## config.mk

```make
export PLATFORM = sky130hd
export DESIGN_NAME = mem_request_unit
export DESIGN_NICKNAME = d
export VERILOG_FILES = /design/src/rtl/mem_request_unit.sv
export SDC_FILE = /design/constraint.sdc
export NUM_CORES = 1
export LEC_CHECK = 0
export CAP_MARGIN = 20
export CORE_MARGIN = 2
export CORE_UTILIZATION = 47
export DETAILED_ROUTE_END_ITERATION = 6
export PLACE_DENSITY = 0.86
export SLEW_MARGIN = 15
export SYNTH_ARGS = -nofsm -noshare
export SYNTH_HDL_FRONTEND = slang
export SYNTH_SLANG_ARGS = --single-unit
```

## constraint.sdc

```tcl
create_clock -name clk -period 5.5 [get_ports clk]
set_clock_uncertainty 0.05 [all_clocks]
set_input_delay 1.1 -clock clk [delete_from_list [all_inputs] [get_ports clk]]
set_output_delay 1.1 -clock clk [all_outputs]
set_load 0.005 [all_outputs]
```

## src/rtl/mem_request_unit.sv

```systemverilog
// Load/store sequencer for the single-port registered-output RAM. Optional MEM_BOUNDS_CHECK_EN rejects addresses >= MEM_DEPTH.
// Latency from accept: store response in cycle 2, load in cycle 3, rejected address in cycle 1.
// One request in flight: req_ready only in IDLE; response held stable until resp_ready.
module mem_request_unit #(
  parameter int ADDR_W    = 9,
  parameter int DATA_W    = 32,
  parameter int MEM_DEPTH = 512,
  parameter int CNT_W     = 16
) (
  input  logic              clk,
  input  logic              rst_n,
  input  logic              req_valid,
  output logic              req_ready,
  input  logic              req_write,
  input  logic [ADDR_W-1:0] req_addr,
  input  logic [DATA_W-1:0] req_wdata,
  output logic              resp_valid,
  input  logic              resp_ready,
  output logic [DATA_W-1:0] resp_rdata,
  output logic              resp_err,
  output logic              ram_read,
  output logic              ram_write,
  output logic [ADDR_W-1:0] ram_address,
  output logic [DATA_W-1:0] ram_data_in,
  input  logic [DATA_W-1:0] ram_data_out,
  output logic [CNT_W-1:0]  rd_count,
  output logic [CNT_W-1:0]  wr_count
);

  typedef enum logic [2:0] {
    S_IDLE,
    S_RD,
    S_CAP,
    S_WR,
    S_RESP
  } state_t;

  typedef struct packed {
    logic              write;
    logic [ADDR_W-1:0] addr;
    logic [DATA_W-1:0] wdata;
  } req_t;

  state_t state_q, state_d;
  req_t   req_q;
  logic   accept;
  logic   addr_bad;
  logic   resp_done;

`ifdef MEM_BOUNDS_CHECK_EN
  localparam logic [ADDR_W:0] DEPTH_L = MEM_DEPTH[ADDR_W:0];
  assign addr_bad = ({1'b0, req_addr} >= DEPTH_L);
`else
  assign addr_bad = 1'b0;
`endif

  assign req_ready   = (state_q == S_IDLE);
  assign ram_read    = (state_q == S_RD);
  assign ram_write   = (state_q == S_WR);
  assign resp_valid  = (state_q == S_RESP);
  assign ram_address = req_q.addr;
  assign ram_data_in = req_q.wdata;
  assign accept      = req_valid && req_ready;
  assign resp_done   = resp_valid && resp_ready;

  always_comb begin
    state_d = state_q;
    case (state_q)
      S_IDLE: begin
        if (accept) begin
          if (addr_bad)       state_d = S_RESP;
          else if (req_write) state_d = S_WR;
          else                state_d = S_RD;
        end
      end
      S_RD:    state_d = S_CAP;
      S_CAP:   state_d = S_RESP;
      S_WR:    state_d = S_RESP;
      S_RESP:  if (resp_ready) state_d = S_IDLE;
      default: state_d = S_IDLE;
    endcase
  end

  always_ff @(posedge clk) begin
    if (!rst_n) begin
      state_q    <= S_IDLE;
      req_q      <= '0;
      resp_rdata <= '0;
      resp_err   <= 1'b0;
      rd_count   <= '0;
      wr_count   <= '0;
    end else begin
      state_q <= state_d;
      if (accept) begin
        req_q    <= '{write: req_write, addr: req_addr, wdata: req_wdata};
        resp_err <= addr_bad;
        if (addr_bad) resp_rdata <= '0;
      end
      if (state_q == S_CAP) resp_rdata <= ram_data_out;
      if (state_q == S_WR)  resp_rdata <= '0;
      // Rejected accesses never touched the RAM, so they are not counted
      if (resp_done && !resp_err) begin
        if (req_q.write) begin
          if (wr_count != '1) wr_count <= wr_count + 1'b1;
        end else begin
          if (rd_count != '1) rd_count <= rd_count + 1'b1;
        end
      end
    end
  end

endmodule

```

== Word-level counts from Yosys, hierarchy flattened ==
Cells that the tools add are included.

* Input bits: 78
* Register bits after elaboration: 109
* Logic and storage cells: 31

* Bitwise operators: 2
* Equal/unequal tests: 8
* Add/subtract/negate cells: 2
* Reduce and logical (&&, ||, !) cells: 8
* Multiplexer cells: 4

{| class="wikitable"
|+ Operators by type and width
! cell !! number
|-
| adder 16 x 1 -> 16 bit (second input constant) || 2
|-
| inequality test 16 bit (second input constant) || 2
|-
| one-hot mux 3 bit (4 select lines) || 1
|-
| equality test 3 x 2 -> 1 bit (second input constant) || 2
|-
| two-way mux 3 bit || 2
|-
| AND reduction 3 bit || 2
|-
| inequality test 2 x 1 -> 1 bit (second input constant) || 2
|-
| OR reduction 2 bit || 2
|-
| equality test 3 x 1 -> 1 bit (second input constant) || 1
|-
| equality test 3 bit (second input constant) || 1
|-
| logical NOT 3 bit || 1
|-
| logical AND 1 bit || 2
|-
| two-way mux 2 bit || 1
|-
| inverter 1 bit || 2
|-
| AND reduction 2 bit || 1
|}

== Logic depth before layout (Yosys ltp) ==
* Depth in word-level cells: 4
* Mapped depth: 7
* Gate-level depth less buffers: 5

== Worst setup path before layout ==
Ideal clock, no wire load.

* Path type: input-to-reg
* Start point: input resp_ready
* End point: register rd_count[13]
* Buffers on the path: 1
* Path slack: 2.990 ns
* Arrival time: 2.390 ns
* Stages on the path: 5
* Path through: nand4bb_4 or4_1 buf_2 or4_1 a21oi_1

* Word-level cells in the longest chain between the ends: 2

{| class="wikitable"
|+ RTL lines
! what !! line !! source
|-
| from (decl) || 18 || <nowiki>input logic resp_ready,</nowiki>
|-
| logical AND 1 bit || 64 || <nowiki>assign resp_done = resp_valid && resp_ready;</nowiki>
|-
| AND reduction 3 bit (no source line) || -- ||
|-
| to (signal assigned) || 106 || <nowiki>if (rd_count != '1) rd_count <= rd_count + 1'b1;</nowiki>
|-
| to (decl) || 26 || <nowiki>output logic [CNT_W-1:0] rd_count,</nowiki>
|}

Every way passes these cells.
A chain may end at the register's enable or synchronous reset.

== Final worst setup path ==
* Start point: input resp_ready
* End point: register wr_count[11]

* Word-level cells in the longest chain between the ends: 2

{| class="wikitable"
|+ RTL lines
! what !! line !! source
|-
| logical AND 1 bit || 64 ||
|-
| AND reduction 3 bit (no source line) || -- ||
|-
| to (signal assigned) || 104 || <nowiki>if (wr_count != '1) wr_count <= wr_count + 1'b1;</nowiki>
|-
| to (decl) || 27 || <nowiki>output logic [CNT_W-1:0] wr_count</nowiki>
|}

Every way passes these cells.

==> impl_metrics.yaml <==
timing:
  timing.hold.ws_ns: 0.408
  worstMarginPinSlew_ns: 1.01
  achievable-frequency_mhz: 330
  grt_setup_unrepaired: "no"
  final.period_utilization_pct: 55.2
  final_number_of_max_transition_violations: 0
  fin_setup_tns_ns: 0
  setup-violations-final: 0
  layout_min_cycle_time_ns: 3.03
  finalHoldViolCount: 0
  final_ws_setup_ns: 2.47
  timing.slew.headroom_pct: 32.6
global_route:
  globalRouteOverflowTotal: 0
  grt_antenna_before_repair: 0
  grt.total_usage_pct: 22.0
  grt_pass1_vias: 4103
  grt_start_max_net_pins: 69
  grt_pass1_wl_um: 19900
detailed_routing:
  drt_first_iter_violations: 271
  viasPerCell: 5.33
  dr.pass1.iters: 5
  ant_nets: 0
  via_count: 4553
  route.detailed.drc: 0
  wirelength_um: 12400
  routedWlPerCell_um: 14.5
clock_network:
  cts_resized: 0
  cts_inserted_buffers: 9
  post-cts-setup-buffers: 0
  cts-root-to-sink-buffers: 2
  cts-root-buf: "clkbuf_8"
  cts_tree: "yes"
  cts.reportedPaths.clkPinSlew_ns: 0.10
  clkLatencyLatePin_ns: 0.36
  clock_sink_count: 109
  ctsHoldBuffers: 0
  htreeDepth: 3
synth:
  postSynth.topFlopCell: "dfxtp_1"
  synth_sequential_area_ratio_pct: 46.1
  synth.top_cells.by_area: "dfxtp_1, nand2_1, a21oi_1, buf_4, clkbuf_1"
  synthArstFlopShare_pct: 0
  synth_enable_flop_cells: 0
  synthDominantCellAreaShare_pct: 46.1
  syn_area_um2: 4730
  synthesis.instances: 595
  synth_cell_type_count: 41
  postSynthNetCount: 675
  syn_area_per_cell_um2: 7.96
  ys_ff_latch: 109
  yosys.area.top_type: "dfxtp_1"
  ys_warn_count: 0
critical_path:
  cp-end-kind: "flop"
  required_ns: 5.72
  timing.setup.critical_path_class: "in -> reg"
  cp.arrival_ns: 3.26
  critical_path.startpoint: "resp_ready"
  critical_path.reg2reg.startpoint: "state_q[2]"
  critical_path.startpoint_type: "primary input"
  cp_max_fo: 8
placement:
  place.detailed.hpwl_um: 8870
  port_buffers: 186
  routabilityCongestion: 0.881
  dp_worst_setup_slack_ns: 1.52
  post_dp_cell_area_um2: 6310
run:
  max_cap_violations: 0
pwr:
  power.ir.vdd_worst_mv: 0.119
  power.static_leakage_uw: 0.00219
  report.power.total_uw: 1540
  pwrdens_nw_per_um2: 235
finish:
  postLayoutCellArea_um2: 6540
  syn_to_final_growth_pct: 38.1
  num_antenna_cells: 0
  most-common-layout-cells: "clkdlybuf4s50_1, nand2_1, dfxtp_1, a21oi_1, or4_1"
  drive_gt1_share_pct: 3.88
  fin_nets: 797
  layout_commonest_cell: "clkdlybuf4s50_1"
floorplan:
  die_y_um: 104
  fp.dieW_um: 104
  initial_core_util_pct: 48.4
  floorplan.die_area_um2: 10900
  std_cell_rows: 36
  num_io_pins: 188
  placeable_core_area_um2: 9770
worst_hold_path:
  min_from: "resp_rdata[15]"
  hp-class: "reg -> reg"
run_status:
  status: "finished, final reports clean"
-- worst paths after layout --
path / end / slack, ns / depth (start not counted)
setup / recovery: wr_count[11] / 2.47 / 6
hold / removal: resp_rdata[15] / 0.41 / 2
setup reg to reg: wr_count[11] / 3.27 / 5
hold reg to reg: resp_rdata[15] / 0.41 / 2
-- synth_stat cells, types with 4 or more instances --
cell and instances:
o31ai_1 11, o21ai_0 8, clkbuf_1 31, nand4_1 8
dfxtp_1 109, or4_1 14, nor3_1 8, nor2_1 5
nand2_1 171, a21oi_1 97, nand2b_1 9, mux2i_1 9
nand3_1 12, nor4_1 6, buf_4 42, and2_1 5
or3_1 6, and3_1 5, buf_2 4
-- worst max-delay path, cell delays in order --
cell	delay, ns
clkdlybuf4s50_1	0.58
nor4bb_1	0.31
clkbuf_2	0.24
nand4_1	0.26
or4_1	0.57
a21oi_1	0.19
-- per-layer routing --
| metal | routed length [µm] | share of wire (%) | GRT usage (%) | vias up |
|---|---|---|---|---|
| li1 | - | - | - | 2237 |
| met1 | 5120 | 41 | 27.3 | 2119 |
| met2 | 6120 | 49 | 37.2 | 170 |
| met3 | 809 | 6.5 | 4.32 | 27 |
| met4 | 359 | 2.9 | 9.36 | 0 |
| met5 | 0 | 0 | 0 | - |
-- through the flow --
step | std cells | util, %
floorplan | 595 | -
CTS | 851 | 66.4
finish | 854 | 66.9
global placement | 836 | 64.5
global route | 854 | 66.9
detailed placement | 836 | 64.5
-- flip-flops by register name, indices dropped and copies added, names as in the netlist --
name,cells
req_q,1
ram_address,9
resp_rdata,32
wr_count,16
rd_count,16
state_q,3
ram_data_in,32
-- cell families after synthesis --
family	share of synthesized area, %
flops	46.1
compound gates	15.2
fa+ha+maj	0.528
simple gates	26.0
buf+inv	10.3
other cells	0.0792
mux	1.90
-- report_power, final --
part / internal [µW] / total (µW) / switching (µW)
Sequential: 824 / 847 / 23.0
Combinational: 136 / 236 / 99.7
Clock: 181 / 456 / 275
Total: 1140 / 1540 / 398
-- cell type report --
cell class                 instances  area, µm²
clock buffer                      10        138
clock inverter                     5       45.0
fill                             814       3240
inverter                           4       15.0
multi-input combinational        402       2080
sequential                       109       2180
tap                              133        166
timing repair buffer             191       1920
No activity file was read; power rests on OpenSTA's default activity.
